`config.mk`:
```
export PLATFORM = sky130hd
export DESIGN_NAME = wide_add_sequencer
export DESIGN_NICKNAME = d
export VERILOG_FILES = /design/src/rtl/wide_add_sequencer.sv
export SDC_FILE = /design/constraint.sdc
export NUM_CORES = 1
export LEC_CHECK = 0
export BUFFER_PORTS_ARGS = -buffer_cell sky130_fd_sc_hd__buf_2
export CAP_MARGIN = 40
export CORE_ASPECT_RATIO = 2
export CORE_MARGIN = 2
export CORE_UTILIZATION = 30
export DETAILED_ROUTE_END_ITERATION = 10
export GPL_TIMING_DRIVEN = 0
export PLACE_DENSITY = 0.58
export SYNTH_ARGS = -nofsm -noshare
export SYNTH_HDL_FRONTEND = slang
export SYNTH_SLANG_ARGS = --single-unit
export TNS_END_PERCENT = 5
```
`constraint.sdc`:
```
create_clock -name clk -period 34.7 [get_ports clk]
set_clock_uncertainty 0.2 [all_clocks]
set_input_delay 6.94 -clock clk [delete_from_list [all_inputs] [get_ports clk]]
set_output_delay 6.94 -clock clk [all_outputs]
set_load 0.01 [all_outputs]
```
`src/rtl/wide_add_sequencer.sv`:
```
// Multi-precision add/subtract controller: one 32-bit carry-skip adder is
// reused over WORDS cycles, least-significant slice first, carry registered.
module carry_skip_32bit_adder (
    input  logic [31:0] a,
    input  logic [31:0] b,
    input  logic        cin,
    output logic [31:0] sum,
    output logic        cout
);
    logic       blk_c;
    logic       rip_c;
    logic       blk_p;
    logic       p_bit;

    // Eight 4-bit ripple blocks; a block whose bits all propagate lets its
    // carry-in bypass the ripple chain.
    always_comb begin
        sum   = '0;
        blk_c = cin;
        rip_c = 1'b0;
        blk_p = 1'b0;
        p_bit = 1'b0;
        for (int k = 0; k < 8; k++) begin
            rip_c = blk_c;
            blk_p = 1'b1;
            for (int j = 0; j < 4; j++) begin
                p_bit          = a[4*k+j] ^ b[4*k+j];
                sum[4*k+j]     = p_bit ^ rip_c;
                rip_c          = (a[4*k+j] & b[4*k+j]) | (p_bit & rip_c);
                blk_p          = blk_p & p_bit;
            end
            blk_c = blk_p ? blk_c : rip_c;
        end
        cout = blk_c;
    end
endmodule

module wide_add_sequencer #(
    parameter int WORDS = 4
) (
    input  logic                clk,
    input  logic                rst,
    input  logic                in_valid,
    output logic                in_ready,
    input  logic [WORDS*32-1:0] a,
    input  logic [WORDS*32-1:0] b,
    input  logic                cin,
    input  logic                sub,
    output logic                out_valid,
    input  logic                out_ready,
    output logic [WORDS*32-1:0] sum,
    output logic                cout,
    output logic                busy
);
    localparam int CNT_W = (WORDS > 1) ? $clog2(WORDS) : 1;

    localparam logic [1:0] S_IDLE = 2'd0;
    localparam logic [1:0] S_RUN  = 2'd1;
    localparam logic [1:0] S_DONE = 2'd2;

    logic [1:0]          state;
    logic [CNT_W-1:0]    idx;
    logic                carry;
    logic [WORDS*32-1:0] opa;
    logic [WORDS*32-1:0] opb;
    logic [31:0]         slice_a;
    logic [31:0]         slice_b;
    logic [31:0]         slice_sum;
    logic                slice_cout;

    // Handshakes: a transfer happens on a rising edge where valid and ready
    // are both high; in_ready is high only in IDLE, out_valid only in DONE.
    assign in_ready  = (state == S_IDLE);
    assign out_valid = (state == S_DONE);
    assign busy      = (state != S_IDLE);

    assign slice_a = opa[32*idx +: 32];
    assign slice_b = opb[32*idx +: 32];

    carry_skip_32bit_adder u_adder (
        .a    (slice_a),
        .b    (slice_b),
        .cin  (carry),
        .sum  (slice_sum),
        .cout (slice_cout)
    );

    always_ff @(posedge clk) begin
        if (rst) begin
            state <= S_IDLE;
            idx   <= '0;
            carry <= 1'b0;
            opa   <= '0;
            opb   <= '0;
            sum   <= '0;
            cout  <= 1'b0;
        end else begin
            case (state)
                S_IDLE: begin
                    if (in_valid) begin
                        // Subtraction is A + ~B + ~borrow_in.
                        opa   <= a;
                        opb   <= sub ? ~b : b;
                        carry <= cin ^ sub;
                        idx   <= '0;
                        sum   <= '0;
                        cout  <= 1'b0;
                        state <= S_RUN;
                    end
                end
                S_RUN: begin
                    sum[32*idx +: 32] <= slice_sum;
                    carry             <= slice_cout;
                    if (idx == CNT_W'(WORDS - 1)) begin
                        cout  <= slice_cout;
                        state <= S_DONE;
                    end else begin
                        idx <= idx + 1'b1;
                    end
                end
                S_DONE: begin
                    if (out_ready) begin
                        state <= S_IDLE;
                    end
                end
                default: state <= S_IDLE;
            endcase
        end
    end
endmodule
```
Word-level counts from Yosys, hierarchy flattened

Index checks and enable logic that the tools add are counted.
Widths: inputs -> output; s select.

Register bits after elaboration: 390
Output and inout port bits: 132
Word-level logic and storage cells: 238

Add/sub/neg operators: 2
Equality and inequality tests: 7
Shifts and indexed selects: 4
Multiplexer cells: 24
Bitwise operators: 186
Reduce and logical (&&, ||, !) cells: 8

Operators by type and width:

| kind                      | number |
|---|---|
| $mux 128                  | 2 |
| $pmux 128 s2              | 1 |
| $shiftx 128x8->32         | 2 |
| $bwmux 128                | 1 |
| $not 128->128             | 1 |
| $shift 32x34->128 const A | 1 |
| $shiftx 32x34->128        | 1 |
| $and 1x1->1               | 88 |
| $xor 1x1->1               | 65 |
| $neg 7->34                | 1 |
| $or 1x1->1                | 32 |
| $mux 1                    | 11 |
| $mux 2                    | 5 |
| $reduce_and 3->1          | 3 |
| $ne 2x2->1 const B        | 3 |
| $pmux 2 s3                | 1 |
| $eq 2x2->1 const B        | 2 |
| $pmux 1 s2                | 2 |
| $pmux 2 s2                | 1 |
| $reduce_and 2->1          | 2 |
| $reduce_bool 2->1         | 2 |
| $add 2x1->2 const B       | 1 |
| $eq 2x1->1 const B        | 1 |
| $logic_not 2->1           | 1 |
| $ne 2x1->1 const B        | 1 |

Depth between registers and ports, before layout

Gate-level depths: netlist (run 1).

Depth in word-level cells: 76
Depth in mapped cells: 55
Depth with buffers taken out: 52

Hierarchy

A second synthesis (run 1) with hierarchy kept.

Cells, all modules: 1679
Area, all modules: 17693.2 µm²

Modules (own cells, without submodules):

| module                 | times used | cells an instance | area each (µm²) |
|---|---|---|---|
| wide_add_sequencer     | 1          | 1576              | 16432.0 |
| carry_skip_32bit_adder | 1          | 103               | 1261.2 |

Worst setup path before layout (run 1)

No wires, ideal clock.

Path type: register -> register
Start: reg idx[0]
End: reg sum[127]
Library setup time: 128 ps
Arrival time: 15149 ps
Data required time: 34372 ps
Setup slack: 19223 ps
Stages on the path, launching flop included: 54
Path buffers: 3
Path through: dfxtp_1 -> clkbuf_1 -> buf_2 -> buf_2 -> mux4_2 -> fa_1 -> inv_1 -> fa_1 -> fa_1 -> fa_1 -> inv_1 -> mux2i_2 -> fa_1 -> fa_1 -> fa_1 -> fa_1 -> inv_1 -> a21oi_1 -> (+18 left out) -> fa_1 -> fa_1 -> fa_1 -> fa_1 -> nor2_1 -> a31oi_2 -> fa_1 -> fa_1 -> fa_1 -> fa_1 -> mux2_1 -> fa_1 -> fa_1 -> fa_1 -> inv_1 -> fa_1 -> a22oi_1 -> nor2_1

Cells in the longest elaborated chain, start to end: 75
Elaborated cells between the ends (all ways): 192

RTL lines:

| element                              | RTL line | RTL |
|---|---|---|
| start: declaration                   | 62       | `logic [CNT_W-1:0] idx;` |
| start signal: assignment             | 118      | `idx <= idx + 1'b1;` |
| $shiftx 128x8->32 (on tied branches) | 77, 78   |  |
| $xor 1x1->1                          | 27       | `p_bit = a[4*k+j] ^ b[4*k+j];` |
| $and 1x1->1                          | 29       | `rip_c = (a[4*k+j] & b[4*k+j]) \| (p_bit & rip_c);` |
| $or 1x1->1                           | 29       |  |
| $and 1x1->1                          | 29       |  |
| $or 1x1->1                           | 29       |  |
| $and 1x1->1                          | 29       |  |
| $or 1x1->1                           | 29       |  |
| (+59 left out)                       | -        |  |
| $and 1x1->1                          | 29       |  |
| $or 1x1->1                           | 29       |  |
| $and 1x1->1                          | 29       |  |
| $or 1x1->1                           | 29       |  |
| $xor 1x1->1                          | 28       | `sum[4*k+j] = p_bit ^ rip_c;` |
| $shiftx 32x34->128                   | 112      | `sum[32*idx +: 32] <= slice_sum;` |
| $bwmux 128 *                         | 112      |  |
| $pmux 128 s2 *                       | 98       | `case (state)` |
| end signal: indexed assignment       | 112      |  |
| end: declaration                     | 51       | `output logic [WORDS*32-1:0] sum,` |

Mark *: on every way between the ends. The rest lies on a longest branch, timed or not.
A chain may end at the register's enable or synchronous reset.

Worst setup path after layout (run 1)

Start: reg idx[0]
End: reg sum[95]

The elaborated chain is that of the path after synthesis.

==> results of run 1 <==
[power by group through the flow]
| stage | clock (µW) | sequential (µW) | combinational (µW) |
|---|---|---|---|
| 2_1_floorplan | 0 | 492 | 115 |
| 3_3_place_gp | 0 | 495 | 194 |
| 3_5_place_dp | 0 | 497 | 197 |
| 4_1_cts | 452 | 487 | 197 |
| 5_1_grt | 467 | 489 | 212 |
| 6_report | 444 | 487 | 195 |
[flip-flops by register name, summed over array words and instances (netlist names)]
register  flops
idx           2
opb         128
cout          1
state         2
sum         128
carry         1
opa         128
[critical path: cells and delay by family, from the launching register on]
kind	cells	cell delay, ns
AND/OR/NAND/NOR	7	0.86
AO/OA/AOI/OAI	4	0.54
adder cells (fa/ha/maj)	32	12.97
buffers and inverters	7	1.76
flip-flops	1	0.36
multiplexers	3	0.73
[layer usage]
layer | vias up | routed length, µm | track usage, %
li1 | 7403 | - | -
met1 | 7415 | 25800 | 24.2
met2 | 591 | 39100 | 45.6
met3 | 182 | 3520 | 3.29
met4 | 14 | 4210 | 12.8
met5 | - | 86 | 0
[worst max-delay path by stage]
stage	end	slack, ns
2_1_floorplan	sum[127]	19.22
3_3_place_gp	sum[127]	17.28
3_5_place_dp	sum[95]	17.07
4_1_cts	sum[95]	17.04
5_1_grt	sum[95]	16.35
6_report	sum[95]	17.08
[stage by stage]
| step | util, % | worst slack (ns) | std cells | total power [µW] |
|---|---|---|---|---|
| floorplan | - | 19.22 | 1962 | 608 |
| global placement | 35.3 | 17.28 | 3115 | 689 |
| detailed placement | 35.3 | 17.07 | 3117 | 694 |
| CTS | 37.6 | 17.04 | 3189 | 1140 |
| global route | 37.6 | 16.35 | 3190 | 1170 |
| finish | 37.6 | 17.08 | 3193 | 1130 |
[synthesized netlist by cell type, types with 2 or more instances]
cell      count
mux4_2       64
a21oi_2       3
clkbuf_1     70
nand2b_1      5
xnor2_1     128
buf_4        11
fa_1         32
inv_1        30
and4_1        3
a22oi_1       9
a211oi_1    129
dfxtp_1     390
buf_1         5
o21ai_1       3
inv_2        38
nand4_1       8
nor3_1        2
nand2_1     268
buf_6         3
buf_2        66
ha_1         36
nor2_1      388
a21oi_1     254
[layout by cell type, fill, tap and decap left out, types with 2 or more instances in the layout]
master	Yosys	layout
inv_6	0	4
a21oi_2	3	3
a22oi_1	9	9
and4_1	3	3
buf_6	3	5
a211oi_1	129	129
nand2b_1	5	5
clkbuf_16	0	39
o21ai_1	3	3
xnor2_1	128	128
buf_1	5	5
nor3_1	2	2
nor2_1	388	388
buf_2	66	457
nand2_1	268	268
ha_1	36	36
dfxtp_1	390	390
fa_1	32	32
clkbuf_1	70	78
mux4_2	64	64
clkinv_2	0	8
bufinv_16	0	4
clkinvlp_4	0	3
nand4_1	8	8
a21oi_1	254	254
inv_2	38	38
buf_4	11	11
clkbuf_8	0	5
inv_1	30	30
diode_2	0	4
[logic make-up after synthesis]
family,synth area share [%]
XOR/XNOR,6.45
AO/OA/AOI/OAI,13.7
flip-flops,44.6
buffers and inverters,5.64
AND/OR/NAND/NOR,15.0
adder cells (fa/ha/maj),6.23
multiplexers,8.37
[layout make-up]
class | instances | area, µm² | share of cell area (%)
well taps | 762 | 953 | 4.38
repair buffers | 393 | 1980 | 9.10
plain buffers | 155 | 728 | 3.35
inverters | 69 | 259 | 1.19
multi-input cells | 1348 | 8720 | 40.1
clock inverters | 20 | 226 | 1.04
diodes | 4 | 10.0 | 0.0460
clock buffers | 52 | 1070 | 4.94
flip-flops and latches | 390 | 7810 | 35.9
==> run metrics, run 1 <==
prevailing post-synth register cell=dfxtp_1; CP peak stage delay=0.56 ns; WL per Instance=22.8 µm; Die Y=346 µm; number of synthesized flops with an enable pin=0; num ports=394; final-report setup violation count=0; pwr/cell area=51.7 nW/µm²; Post-Syn Nets=2292; Reg clk slew, reported paths=0.07 ns; TritonCTS clock tree=built; top post-synthesis cells by area=dfxtp_1 (45%), nor2_1 (8.3%), mux4_2 (8.2%), a21oi_1 (7.3%), xnor2_1 (6.4%); crit path DAT=17.85 ns; CP max-delay cell=buf_2; LEAKAGE=0.00885 µW; H-tree Lvls=2; final hold vios=0; clk buf depth=3; CP required=34.93 ns; RR Startpoint=idx[0]; DP Area=20400 µm²; r2r setup slk=17.08 ns; # DRC=0; Layout area overhead=24.2%; Synth cell types=40; peak fanout along the critical path=10; Via Count=15600; Slew Limit Fails=0; most used cell, CP=fa_1; worst skew pair latency=0.57 ns; DRT Pass-1 Iters=5; Combinational Power Share=17.3%; vias in the first global route=16400; Std-Cell Rows=125; post-synthesis cell area=17500 µm²; CTS hold repair buffers=0; VDD IR max=0.0303 mV; first-pass GRT wire length=104 mm; final instance area=21800 µm²; top cell type's share of synthesized area=44.6%; switching part of the total power=29.3%; Port Buffer Count=391; switching power=330 µW; CP Capture Type=flop; Syn. warnings=0; final net count=2726; post-synthesis sequential area ratio=44.6%; Fin Setup TNS=0 ns; Synth area leader=dfxtp_1; core box area=57900 µm²; worst r2r dst=sum[95]; Num CTS Buffers=39; Hold Crit Start=opa[114]; Routed WL=72.8 mm; CP Launch Point=idx[0]; Clock Sinks=390; fmax=0.0568 GHz; die area=60500 µm²; Sequential Power Share=43.2%; status=complete, no violations; initial DRC count=849; max cap viols=0; Post-synth ARST share=0%; Setup CP Type=flop to flop; Starting Density=30.3%; WHS Path Cells=2; GP Congestion=0.876; Slew headroom=41.3%; Via density=4.89; final hold slack=0.255 ns; DIE WIDTH=175 µm; Post-Syn Instances=1962; post-CTS setup buffer count=0; post-CTS sizing=0; worst hold endpoint=opa[114]; global-route usage over all layers=23.7%; internal power=796 µW; root buf cell=clkbuf_16; fin crit share=50.8%; antenna-violating nets left=0; initial antenna violation count=12; FILL cells=6016; Final min period=17.62 ns; Post-DP HPWL=60.5 mm; Mean Syn Cell Area=8.93 µm²; R2R depth=53; Overflow after GRT=0; Min-Delay Path Class=flop to flop; pin count of the biggest net entering global routing=16; Yosys reg bits=390; Worst setup SP type=flop; share of cells above drive strength 1=26.7%; RSZ-0062 raised after global routing=no; Clk pwr share=39.4%; Least-Margin Pin Slew=0.881 ns
No activity file was read; power rests on OpenSTA's default activity.
==> run 2, diff against run 1 <==
- PLACE_DENSITY: 0.58 -> 0.6
- clock period: 34.7 -> 15.1 ns (I/O delays scaled with it)
==> run 2 against run 1 <==
Compared with the run above: global-route usage grew 0.22 points; non-clock buffer count up 24; power increased by 130%; critical path depth is 12 higher.
==> run metrics, run 2 (synthesis results as in run 1) <==
status=complete, no violations; CTS hold repair buffers=0; root buf cell=clkbuf_16; initial DRC count=887; placed cells=3116; GP Congestion=0.878; H-tree Lvls=2; Register Area=7810 µm²; WL per Instance=23.0 µm; Overflow after GRT=0; first-pass GRT wire length=106 mm; R2R depth=65; biggest registers after layout=opa: 128 flops, opb: 128 flops, sum: 128 flops; WHS Path Cells=2; final-report setup violation count=0; LEAKAGE=0.00900 µW; CP Capture Type=flop; Post-DP HPWL=60.9 mm; final net count=2749; initial antenna violation count=8; RSZ-0062 raised after global routing=yes; share of cells above drive strength 1=29.4%; pin count of the biggest net entering global routing=16; vias in the first global route=17100; r2r setup slk=0.25 ns; Hold Crit Start=opa[57]; CP required=15.33 ns; DIE WIDTH=175 µm; Setup CP Type=flop to flop; Combinational Power Share=18.2%; area occupied by multi-input gates=8870 µm²; fin cells=3209; pwr/cell area=116 nW/µm²; DRT Pass-1 Iters=5; Slew Limit Fails=0; TritonCTS clock tree=built; FILL cells=6002; final instance area=22100 µm²; DP Area=20500 µm²; Routed WL=73.8 mm; worst skew pair latency=0.58 ns; commonest non-fill, non-tap cell in the layout=buf_2; CP max-delay cell=fa_2; peak fanout along the critical path=6; Clock Sinks=390; worst r2r dst=sum[127]; Min-Delay Path Class=flop to flop; Sequential Power Share=43.6%; CP peak stage delay=0.52 ns; Via Count=15900; Port Buffer Count=391; Num CTS Buffers=38; Std-Cell Rows=125; antenna-violating nets left=0; internal power=1820 µW; Via density=4.94; Fin Setup TNS=0 ns; num ports=394; switching power=753 µW; most frequent cells in the layout=buf_2 (453), dfxtp_1 (388), nor2_1 (386); crit path DAT=15.08 ns; core box area=57900 µm²; Reg clk slew, reported paths=0.07 ns; RR Startpoint=idx[0]; fmax=0.0673 GHz; worst hold endpoint=opa[57]; Starting Density=30.3%; clk buf depth=3; Final min period=14.85 ns; Least-Margin Pin Slew=0.870 ns; fin crit share=98.4%; final hold vios=0; Clk pwr share=38.2%; max cap viols=0; Slew headroom=42.0%; switching part of the total power=29.3%; # DRC=0; Worst setup SP type=flop; Die Y=346 µm; Layout area overhead=26.3%; global-route usage over all layers=23.9%; VDD IR max=0.0684 mV; die area=60500 µm²; most used cell, CP=fa_2
-- run 2: power groups by stage --
stage | logic (µW) | clock network [µW] | registers, µW
3_3_place_gp | 446 | 0 | 1140
2_1_floorplan | 266 | 0 | 1130
5_1_grt | 509 | 1030 | 1120
3_5_place_dp | 454 | 0 | 1140
4_1_cts | 469 | 996 | 1120
6_report | 468 | 981 | 1120
-- run 2: routing by layer --
metal  track usage [%]  vias up  wire length, µm
li1                  -     7444                -
met1              23.8     7608            25700
met2              46.1      610            39800
met3              3.79      187             3820
met4              13.6       10             4400
met5                 0        -               67
-- run 2: through the flow --
stage	total power [µW]	setup slack [ns]	utilization, %	hold slack [ns]
2_1_floorplan	1400	0.0317	-	0.233
3_3_place_gp	1580	-1.65	35.4	0.239
3_5_place_dp	1600	-1.82	35.4	0.244
4_1_cts	2580	0.00930	38.1	0.253
5_1_grt	2660	-0.0729	38.2	0.273
6_report	2570	0.249	38.2	0.254
-- run 2: area by class of cell --
| class | instances | area share [%] |
|---|---|---|
| antenna | 2 | 0.0226 |
| inverter | 69 | 1.17 |
| timing repair buffer | 417 | 9.82 |
| clock buffer | 51 | 4.79 |
| clock inverter | 15 | 0.820 |
| tap | 762 | 4.31 |
| multi-input combinational | 1348 | 40.1 |
| sequential | 390 | 35.3 |
| buffer | 155 | 3.63 |
-- run 2: worst max-delay path by stage --
| stage | cells past startpoint | from | slack (ns) | endpoint |
|---|---|---|---|---|
| final | 65 | idx[0] | 0.25 | sum[127] |
| after CTS | 65 | idx[0] | 0.009 | sum[95] |
| after global routing | 65 | idx[0] | -0.07 | sum[127] |
| after detailed placement | 52 | idx[1] | -1.82 | sum[95] |
| after floorplan | 53 | idx[0] | 0.03 | sum[63] |
| after global placement | 52 | idx[1] | -1.65 | sum[127] |
-- run 2: what timing repair did --
action	4_1_cts	5_1_grt
pin swaps	14	14
gates resized for setup	45	25
endpoints found under the setup margin	21	10
setup buffers	23	2
-- run 2: critical path: cells and delay by family, from the launching register on --
family / cells / cell delay [ns]
AND/OR/NAND/NOR: 6 / 0.53
flip-flops: 1 / 0.34
multiplexers: 3 / 0.77
AO/OA/AOI/OAI: 4 / 0.51
buffers and inverters: 24 / 2.16
adder cells (fa/ha/maj): 28 / 10.18
